[src/rtl/vram_arbiter.sv]
// ---------------------------------------------------------------------------
// vram_arbiter
//
// Shares one single-port, synchronous-read framebuffer RAM between display
// scan-out and CPU accesses. Display fetches own the RAM during the active
// picture. CPU writes are posted into a small FIFO and drained whenever no
// active-region display fetch wants the slot. CPU reads are single
// outstanding and only accepted with the FIFO empty, so a read always sees
// every write accepted before it.
//
// Ports
//   clk, rstN                    pixel clock, async active-low reset
//   hVisible, vVisible           sync generator visible flags
//   dispReq/dispAddr             display fetch request (dropped if not granted)
//   dispGrant                    display slot granted this cycle (comb)
//   dispValid/dispData           display read return, 3 cycles after grant
//   cpuReq/cpuWe/cpuAddr/cpuWdata CPU request, accepted on cpuReq && cpuReady
//   cpuReady                     CPU accept (comb)
//   cpuRvalid/cpuRdata           CPU read return, 1-cycle pulse
//   ramAddr/ramWe/ramWdata       registered RAM command
//   ramRdata                     RAM read data, one cycle after ramAddr
//
// Slot kinds chosen each cycle (fixed priority, top wins):
//   slot      | meaning
//   SLOT_DISP | display fetch in the active picture
//   SLOT_WR   | pop FIFO head and write it to RAM
//   SLOT_RD   | issue the pending CPU read
//   SLOT_DISP | display fetch in blanking
//   SLOT_IDLE | nothing issued, ramAddr holds, ramWe low
// ---------------------------------------------------------------------------
module vram_arbiter #(
  parameter int ADDR_W     = 15,
  parameter int DATA_W     = 8,
  parameter int FIFO_DEPTH = 4
) (
  input  logic              clk,
  input  logic              rstN,
  input  logic              hVisible,
  input  logic              vVisible,
  input  logic              dispReq,
  input  logic [ADDR_W-1:0] dispAddr,
  output logic              dispGrant,
  output logic              dispValid,
  output logic [DATA_W-1:0] dispData,
  input  logic              cpuReq,
  input  logic              cpuWe,
  input  logic [ADDR_W-1:0] cpuAddr,
  input  logic [DATA_W-1:0] cpuWdata,
  output logic              cpuReady,
  output logic              cpuRvalid,
  output logic [DATA_W-1:0] cpuRdata,
  output logic [ADDR_W-1:0] ramAddr,
  output logic              ramWe,
  output logic [DATA_W-1:0] ramWdata,
  input  logic [DATA_W-1:0] ramRdata
);

  localparam int PTR_W = $clog2(FIFO_DEPTH);
  localparam int CNT_W = PTR_W + 1;

  typedef enum logic [1:0] {
    SLOT_IDLE = 2'd0,
    SLOT_DISP = 2'd1,
    SLOT_WR   = 2'd2,
    SLOT_RD   = 2'd3
  } slot_e;

  typedef enum logic [1:0] {
    TAG_NONE = 2'd0,
    TAG_DISP = 2'd1,
    TAG_CPU  = 2'd2
  } tag_e;

  // Posted-write FIFO
  logic [ADDR_W-1:0] r_fifo_addr [FIFO_DEPTH];
  logic [DATA_W-1:0] r_fifo_data [FIFO_DEPTH];
  logic [PTR_W-1:0]  r_wr_ptr;
  logic [PTR_W-1:0]  r_rd_ptr;
  logic [CNT_W-1:0]  r_count;

  // Pending CPU read
  logic              r_rd_busy;
  logic [ADDR_W-1:0] r_rd_addr;

  // RAM command stage and return pipeline tags
  logic [ADDR_W-1:0] r_ram_addr;
  logic              r_ram_we;
  logic [DATA_W-1:0] r_ram_wdata;
  tag_e              r_tag1;
  tag_e              r_tag2;

  // Registered data returns
  logic              r_disp_valid;
  logic [DATA_W-1:0] r_disp_data;
  logic              r_cpu_rvalid;
  logic [DATA_W-1:0] r_cpu_rdata;

  logic  w_active;
  logic  w_fifo_empty;
  logic  w_fifo_full;
  logic  w_cpu_ready;
  logic  w_push;
  logic  w_pop;
  logic  w_rd_accept;
  slot_e w_slot;

  assign w_active     = hVisible && vVisible;
  assign w_fifo_empty = (r_count == '0);
  assign w_fifo_full  = (r_count == CNT_W'(FIFO_DEPTH));

  // Fullness is judged on the registered count only: a pop in the same
  // cycle does not open a slot for a write to a full FIFO.
  assign w_cpu_ready = cpuWe ? (!w_fifo_full && !r_rd_busy)
                             : (w_fifo_empty && !r_rd_busy);

  assign w_push      = cpuReq && w_cpu_ready && cpuWe;
  assign w_rd_accept = cpuReq && w_cpu_ready && !cpuWe;

  always_comb begin
    w_slot = SLOT_IDLE;
    if (dispReq && w_active) begin
      w_slot = SLOT_DISP;
    end else if (!w_fifo_empty) begin
      w_slot = SLOT_WR;
    end else if (r_rd_busy) begin
      w_slot = SLOT_RD;
    end else if (dispReq) begin
      w_slot = SLOT_DISP;
    end
  end

  assign w_pop = (w_slot == SLOT_WR);

  // FIFO control
  always_ff @(posedge clk or negedge rstN) begin
    if (!rstN) begin
      r_wr_ptr <= '0;
      r_rd_ptr <= '0;
      r_count  <= '0;
    end else begin
      if (w_push) r_wr_ptr <= r_wr_ptr + PTR_W'(1);
      if (w_pop)  r_rd_ptr <= r_rd_ptr + PTR_W'(1);
      case ({w_push, w_pop})
        2'b10:   r_count <= r_count + CNT_W'(1);
        2'b01:   r_count <= r_count - CNT_W'(1);
        default: r_count <= r_count;
      endcase
    end
  end

  // FIFO storage needs no reset: the count alone decides what is valid.
  always_ff @(posedge clk) begin
    if (w_push) begin
      r_fifo_addr[r_wr_ptr] <= cpuAddr;
      r_fifo_data[r_wr_ptr] <= cpuWdata;
    end
  end

  // Single-outstanding CPU read
  always_ff @(posedge clk or negedge rstN) begin
    if (!rstN) begin
      r_rd_busy <= 1'b0;
      r_rd_addr <= '0;
    end else if (w_rd_accept) begin
      r_rd_busy <= 1'b1;
      r_rd_addr <= cpuAddr;
    end else if (w_slot == SLOT_RD) begin
      r_rd_busy <= 1'b0;
    end
  end

  // RAM command stage
  always_ff @(posedge clk or negedge rstN) begin
    if (!rstN) begin
      r_ram_addr  <= '0;
      r_ram_we    <= 1'b0;
      r_ram_wdata <= '0;
      r_tag1      <= TAG_NONE;
    end else begin
      case (w_slot)
        SLOT_DISP: begin
          r_ram_addr <= dispAddr;
          r_ram_we   <= 1'b0;
          r_tag1     <= TAG_DISP;
        end
        SLOT_WR: begin
          r_ram_addr  <= r_fifo_addr[r_rd_ptr];
          r_ram_wdata <= r_fifo_data[r_rd_ptr];
          r_ram_we    <= 1'b1;
          r_tag1      <= TAG_NONE;
        end
        SLOT_RD: begin
          r_ram_addr <= r_rd_addr;
          r_ram_we   <= 1'b0;
          r_tag1     <= TAG_CPU;
        end
        default: begin
          r_ram_we <= 1'b0;
          r_tag1   <= TAG_NONE;
        end
      endcase
    end
  end

  // Tag follows the RAM access while ramRdata is being produced, then
  // steers the returned word to the display or CPU output register.
  always_ff @(posedge clk or negedge rstN) begin
    if (!rstN) begin
      r_tag2       <= TAG_NONE;
      r_disp_valid <= 1'b0;
      r_disp_data  <= '0;
      r_cpu_rvalid <= 1'b0;
      r_cpu_rdata  <= '0;
    end else begin
      r_tag2       <= r_tag1;
      r_disp_valid <= (r_tag2 == TAG_DISP);
      r_cpu_rvalid <= (r_tag2 == TAG_CPU);
      if (r_tag2 == TAG_DISP) r_disp_data <= ramRdata;
      if (r_tag2 == TAG_CPU)  r_cpu_rdata <= ramRdata;
    end
  end

  assign dispGrant = (w_slot == SLOT_DISP);
  assign cpuReady  = w_cpu_ready;
  assign ramAddr   = r_ram_addr;
  assign ramWe     = r_ram_we;
  assign ramWdata  = r_ram_wdata;
  assign dispValid = r_disp_valid;
  assign dispData  = r_disp_data;
  assign cpuRvalid = r_cpu_rvalid;
  assign cpuRdata  = r_cpu_rdata;

endmodule

[config.mk]
export PLATFORM = sky130hd
export DESIGN_NAME = vram_arbiter
export DESIGN_NICKNAME = d
export VERILOG_FILES = /design/src/rtl/vram_arbiter.sv
export SDC_FILE = /design/constraint.sdc
export NUM_CORES = 1
export LEC_CHECK = 0
export CAP_MARGIN = 20
export CORE_MARGIN = 10
export CORE_UTILIZATION = 49
export CTS_CLUSTER_DIAMETER = 40
export DETAILED_ROUTE_END_ITERATION = 10
export PLACE_DENSITY = 0.83
export SYNTH_ARGS = -nofsm -noshare
export SYNTH_HDL_FRONTEND = slang
export SYNTH_SLANG_ARGS = --single-unit
[constraint.sdc]
create_clock -name clk -period 2.4 [get_ports clk]
set_input_delay 0.6 -clock clk [delete_from_list [all_inputs] [get_ports clk]]
set_output_delay 0.6 -clock clk [all_outputs]
set_load 0.02 [all_outputs]
After elaboration in Yosys (flattened, before gate mapping)
Memories as Yosys holds them, arrays and structs flattened. A register that Yosys moved wholly into a read port is not among the register bits. Index checks and enable logic that the tools add are counted.

$mul: 0. Bitwise gates (word level): 0. Shift operators: 0. $lt $le $gt $ge: 0. Reductions and logical operators: 15. Div/mod/pow operators: 0. Add/sub/neg operators: 4. Equality and inequality tests: 8. Muxes and demuxes: 13.

Operator list (number): $pmux W15 S3 (1); $eq A2 B2 Y1 const B (4); $logic_and A1 B1 Y1 (7); $mux W1 (7); $eq A2 B1 Y1 const B (3); $mux W2 (3); $pmux W3 S2 (1); $add A2 B1 Y2 const B (2); $logic_not A1 Y1 (4); $pmux W2 S2 (1); $reduce_bool A2 Y1 (2); $add A3 B1 Y3 const B (1); $eq A3 B3 Y1 const B (1); $logic_not A3 Y1 (1); $reduce_bool A3 Y1 (1); $sub A3 B1 Y3 const B (1).

Bits of input ports: 53. ROM bits: 0. Output and inout bits: 44. Logic and storage cells: 55. Bits in writable memories: 92. Latch bits: 0. Memories kept: 2. Register bits: 61.

Memories: r_fifo_addr (words 4, width 15, read ports 1, clocked after Yosys merged registers in 0, wr ports 1, RTL line 75) `logic [ADDR_W-1:0] r_fifo_addr [FIFO_DEPTH];`; r_fifo_data (words 4, width 8, read ports 1, clocked after Yosys merged registers in 1, wr ports 1, RTL line 76) `logic [DATA_W-1:0] r_fifo_data [FIFO_DEPTH];`.

Depth between registers and ports, before layout
Word-level depth: 8. Depth in mapped cells: 11. Depth with buffers taken out: 9.

Worst setup path before layout
Ideal clock, no wire load.

Path kind: input -> register. Start: input dispReq. End: register r_count[2]. Cell stages on the path: 10. Data arrival time: 2.478 ns. Buffers on the path: 2. Library setup time: 0.079 ns. Required time: 2.321 ns. Setup slack: -0.157 ns. Cell sequence: buf_2 and3_1 clkbuf_1 nor2_2 ha_1 inv_1 fa_1 xor2_1 nor2_1 xor2_1.

Word-level cells in the longest chain between the ends: 7. Elaborated cells on any way between the ends: 10. Classes of those cells: eq/ne: 3; mux: 5; reduce/logical: 2.

Ends and longest elaborated chain: start: declaration (RTL line 40) `input logic dispReq,`; $mux W1 (RTL line 127) `end else if (dispReq) begin`; $mux W2 (RTL line 125) `end else if (r_rd_busy) begin`; $mux W2 (RTL line 123) `end else if (!w_fifo_empty) begin`; $mux W2 (*) (RTL line 121) `if (dispReq && w_active) begin`; $eq A2 B2 Y1 (*) (RTL line 132) `assign w_pop = (w_slot == SLOT_WR);`; net w_pop (RTL line 103) `logic w_pop;`; $eq A2 B1 Y1 or $eq A2 B2 Y1 (tied branches) (RTL line 143) `case ({w_push, w_pop})`; $pmux W3 S2 or $reduce_bool A2 Y1 (tied branches); end signal: assignment (RTL line 144) `2'b10: r_count <= r_count + CNT_W'(1);`; end signal: assignment (RTL line 145) `2'b01: r_count <= r_count - CNT_W'(1);`; end signal: assignment (RTL line 146) `default: r_count <= r_count;`; end: declaration (RTL line 79) `logic [CNT_W-1:0] r_count;`.

Mark *: on every way through the listed nets, which the timed path passes. The rest lies on a longest branch. A chain may end at the register's enable or synchronous reset.

Final worst setup path
Start: register r_count[0]. End: output cpuReady.

Word-level cells in the longest chain between the ends: 4. Elaborated cells on any way between the ends: 6. Classes of those cells: eq/ne: 1; mux: 1; reduce/logical: 4.

Ends and longest elaborated chain: $eq A3 B3 Y1 (RTL line 109) `assign w_fifo_full = (r_count == CNT_W'(FIFO_DEPTH));`; $logic_not A1 Y1 (RTL line 113) `assign w_cpu_ready = cpuWe ? (!w_fifo_full && !r_rd_busy)`; $logic_and A1 B1 Y1 (RTL line 113); $mux W1 (*) (RTL line 113); end: declaration (RTL line 49) `output logic cpuReady,`.

Every way passes the cells marked *; elsewhere a longest branch is shown, timed or not.

==> results by group <==
Detailed routing
  • Vias per Instance: 5.81
  • WL met3: between 1 and 1.5 mm
  • Drt initial violations: about 340
  • WL/cell: ~22 um
  • Max Used Layer: met4
  • Met2 routed WL: 7.72 mm
  • DRC: 0
  • Antenna Nets Post-Route: 0
  • Post-route met1 wirelength: 5.90 mm
  • Vias: 3953
  • Initial DRT Pass Iterations: 4
  • Drt total wl: 15.0 mm

Synth
  • Yosys top cell by area: edfxtp_1
  • Yosys reg bits: approximately 160
  • Average size of a mapped cell: 17.3 um2
  • Post-synthesis cell count: 374
  • Synth area leaders: edfxtp_1 43%, dfrtp_1 27%, mux4_2 8.0%, mux2_2 7.0%, a211oi_1 3.5%
  • Async set-reset flop share out of synthesis: 42.9%
  • Syn Nets: 433
  • Yosys cell types: 33
  • Warnings, synthesis: 0
  • Seq/Total Area, Yosys: 69.5%
  • Netlist Area Pre-Place: 6460 um2
  • Number of synthesized flops with an enable pin: 92
  • Main synth FF type: edfxtp_1
  • Synth top area share: 42.7%

STA
  • Final setup viols: 0
  • Final Worst Setup Slack: slightly above 70 ps
  • RSZ-0062 raised after global routing: yes
  • Worst hold slack: 167 ps
  • Least-Margin Pin Slew: 835 ps
  • Fmax: 430 MHz
  • Slew HR: 44.2%
  • Final Cycle Share: between 90% and 100%
  • Hold Fails Final Rpt: 0
  • Clk_skew: between 7 and 8 ps
  • Minimum clock period: 2330 ps
  • Max Slew Vio Count: 0

Cells and area
  • Fillers: 834
  • Layout cells sized above 1: 27.8%
  • Nets: about 550
  • Commonest non-fill, non-tap cell in the layout: clkdlybuf4s50_1
  • Final design instance area without fill: around 8500 um2
  • Commonest cells after routing, fill and taps aside: 93 x clkdlybuf4s50_1, 92 x edfxtp_1, 68 x dfrtp_1
  • Sequential cell area: 4490 um2
  • Final design utilization: roughly 66%
  • Multi-input logic area: roughly 1800 um2
  • Area Growth Syn to Fin: 31.1%

Floorplanning
  • IO Pins: slightly below 100
  • Die span in x: 135 um
  • Row cnt: between 40 and 50
  • Die area: 18200 um2
  • Core area: 12800 um2
  • DIE HEIGHT: about 130 um
  • Initial Util: 50.6%

Clock tree
  • CTS tree: built
  • Clock sink total: 161
  • CTS Buffer Depth: 2
  • Root Driver: clkbuf_16
  • Total CTS buffers: 17
  • Reg clk slew, reported paths: 60 ps
  • Post CTS Setup Buffer Count: 0
  • CTS H-Tree Depth: 4
  • Worst-Skew Late Latency: 430 ps

Worst setup path
  • R2R Setup Slk: ~170 ps
  • Critical path's top delay family: simple AND/OR/NAND/NOR gates
  • Worst-path cell with the longest stage delay: or3_4
  • Bufs and invs on worst path: 2
  • Critical path class: reg2out
  • Worst Reg-to-Reg Cells: 10
  • Crit start category: flop
  • Crit path required time: ~1800 ps
  • CP Data Arrival Time: between 1500 and 2000 ps
  • Worst path most repeated cell: buf_4
  • Worst R2R Start: r_count[0]$_DFFE_PN0P_
  • Cells along the critical path: buf_4, or3_4, a21oi_1, buf_4
  • Max FO, Critical Path: 6
  • CP peak stage delay: ~430 ps
  • Crit Reg-Reg Endpoint: r_count[2]$_DFFE_PN0P_
  • CP endpoint kind: primary output

Global route
  • Grt total ovfl: 0
  • First-pass GRT wire length: 23.8 mm
  • Initial antenna violation count: 0
  • Tot GR Track Use: 17.2%
  • Largest net degree at the start of global routing: 44
  • Vias in the first global route: 4286

Pwr
  • Final Power: 10.4 mW
  • P_leak: 3.08 nW
  • Worst IR Drop VDD: 0.463 mV
  • P per Cell Area: 1230 nW/um2

Placed design
  • Post-DP HPWL: 10.3 mm
  • Pre-CTS WS: -264 ps
  • # port buffers: 96
  • Post-DP Area: 7870 um2
  • Placer Congestion: 0.820

Status
  • Status: completed

Hold path
  • Hold Crit Class: in2async

Job
  • Max Cap Viol: 0
## how the worst max path moves through the flow
stage | slack [ps] | endpoint | from | depth (start not counted)
2_1_floorplan | -10 | r_count[2]$_DFFE_PN0P_ | dispReq | 10
3_3_place_gp | -260 | dispGrant | hVisible | 4
3_5_place_dp | -260 | r_count[2]$_DFFE_PN0P_ | dispReq | 10
4_1_cts | 10 | dispGrant | r_rd_busy$_DFFE_PN0P_ | 3
5_1_grt | -20 | cpuReady | r_count[0]$_DFFE_PN0P_ | 4
6_report | 70 | cpuReady | r_count[0]$_DFFE_PN0P_ | 4
## synth_stat cells (4+ instances only)
master / n
nor3_1: 16
o21ai_0: 17
xor2_1: 4
a211oi_1: 30
buf_2: 7
mux4_2: 23
a311oi_1: 15
dfrtp_1: 69
clkbuf_1: 19
mux2_2: 40
and2_1: 4
inv_1: 8
edfxtp_1: 92
ha_1: 5
## what timing repair did
action,in CTS,in global routing
setup endpoints to repair,2,3
gates resized for setup,9,3
hold buffers,0,0
pin swaps,0,1
## routing by layer
metal	vias to the layer above	track usage, %
met4	0	6.47
met2	153	28.5
met1	2045	20.5
li1	1733	-
met3	22	5.42
met5	-	0
## layout make-up
| class | instances | area share [%] |
|---|---|---|
| Inverter | 8 | 0.354 |
| Tap cell | 172 | 2.54 |
| Clock inverter | 14 | 1.92 |
| Timing Repair Buffer | 129 | 15.4 |
| Clock buffer | 18 | 5.18 |
| Sequential cell | 161 | 53.0 |
| Multi-Input combinational cell | 177 | 21.6 |
| Antenna cell | 1 | 0.0295 |
## flip-flops by register name, summed over array words and instances (netlist names)
signal / flops
cpuRdata: 8
cpuRvalid: 1
r_rd_busy: 1
r_fifo_data: 32
r_fifo_addr: 60
r_tag1: 2
ramWe: 1
r_rd_addr: 15
ramAddr: 15
r_wr_ptr: 2
ramWdata: 8
r_tag2: 2
r_rd_ptr: 2
dispData: 8
r_count: 3
dispValid: 1
## report_power, final
part	leakage (nW)	switching [mW]	total, mW	internal, mW
combinational	1.14	1.78	3.66	1.88
sequential	1.65	0.430	4.05	3.62
clock	0.281	1.07	2.72	1.66
total	3.08	3.28	10.4	7.16
## metrics by stage
stage | TNS [ps] | std cells
floorplan | -15.0 | 374
global placement | -2780 | 647
detailed placement | -6640 | 647
CTS | 0 | 679
global route | -37.9 | 679
finish | 0 | 680
## cells by family (layout without fill, tap and decap cells)
| group | Yosys count | after routing | share of synthesized area [%] |
|---|---|---|---|
| buffers and inverters | 36 | 169 | 2.46 |
| other | 0 | 1 | 0 |
| muxes | 64 | 64 | 15.1 |
| DFF | 161 | 161 | 69.5 |
| and+or+nand+nor | 36 | 36 | 3.56 |
| AOI/OAI and AO/OA | 65 | 65 | 7.30 |
| xor gates and xnor gates | 6 | 6 | 0.813 |
| adders and majority gates | 6 | 6 | 1.28 |
Power figures use the tool's default switching activity.
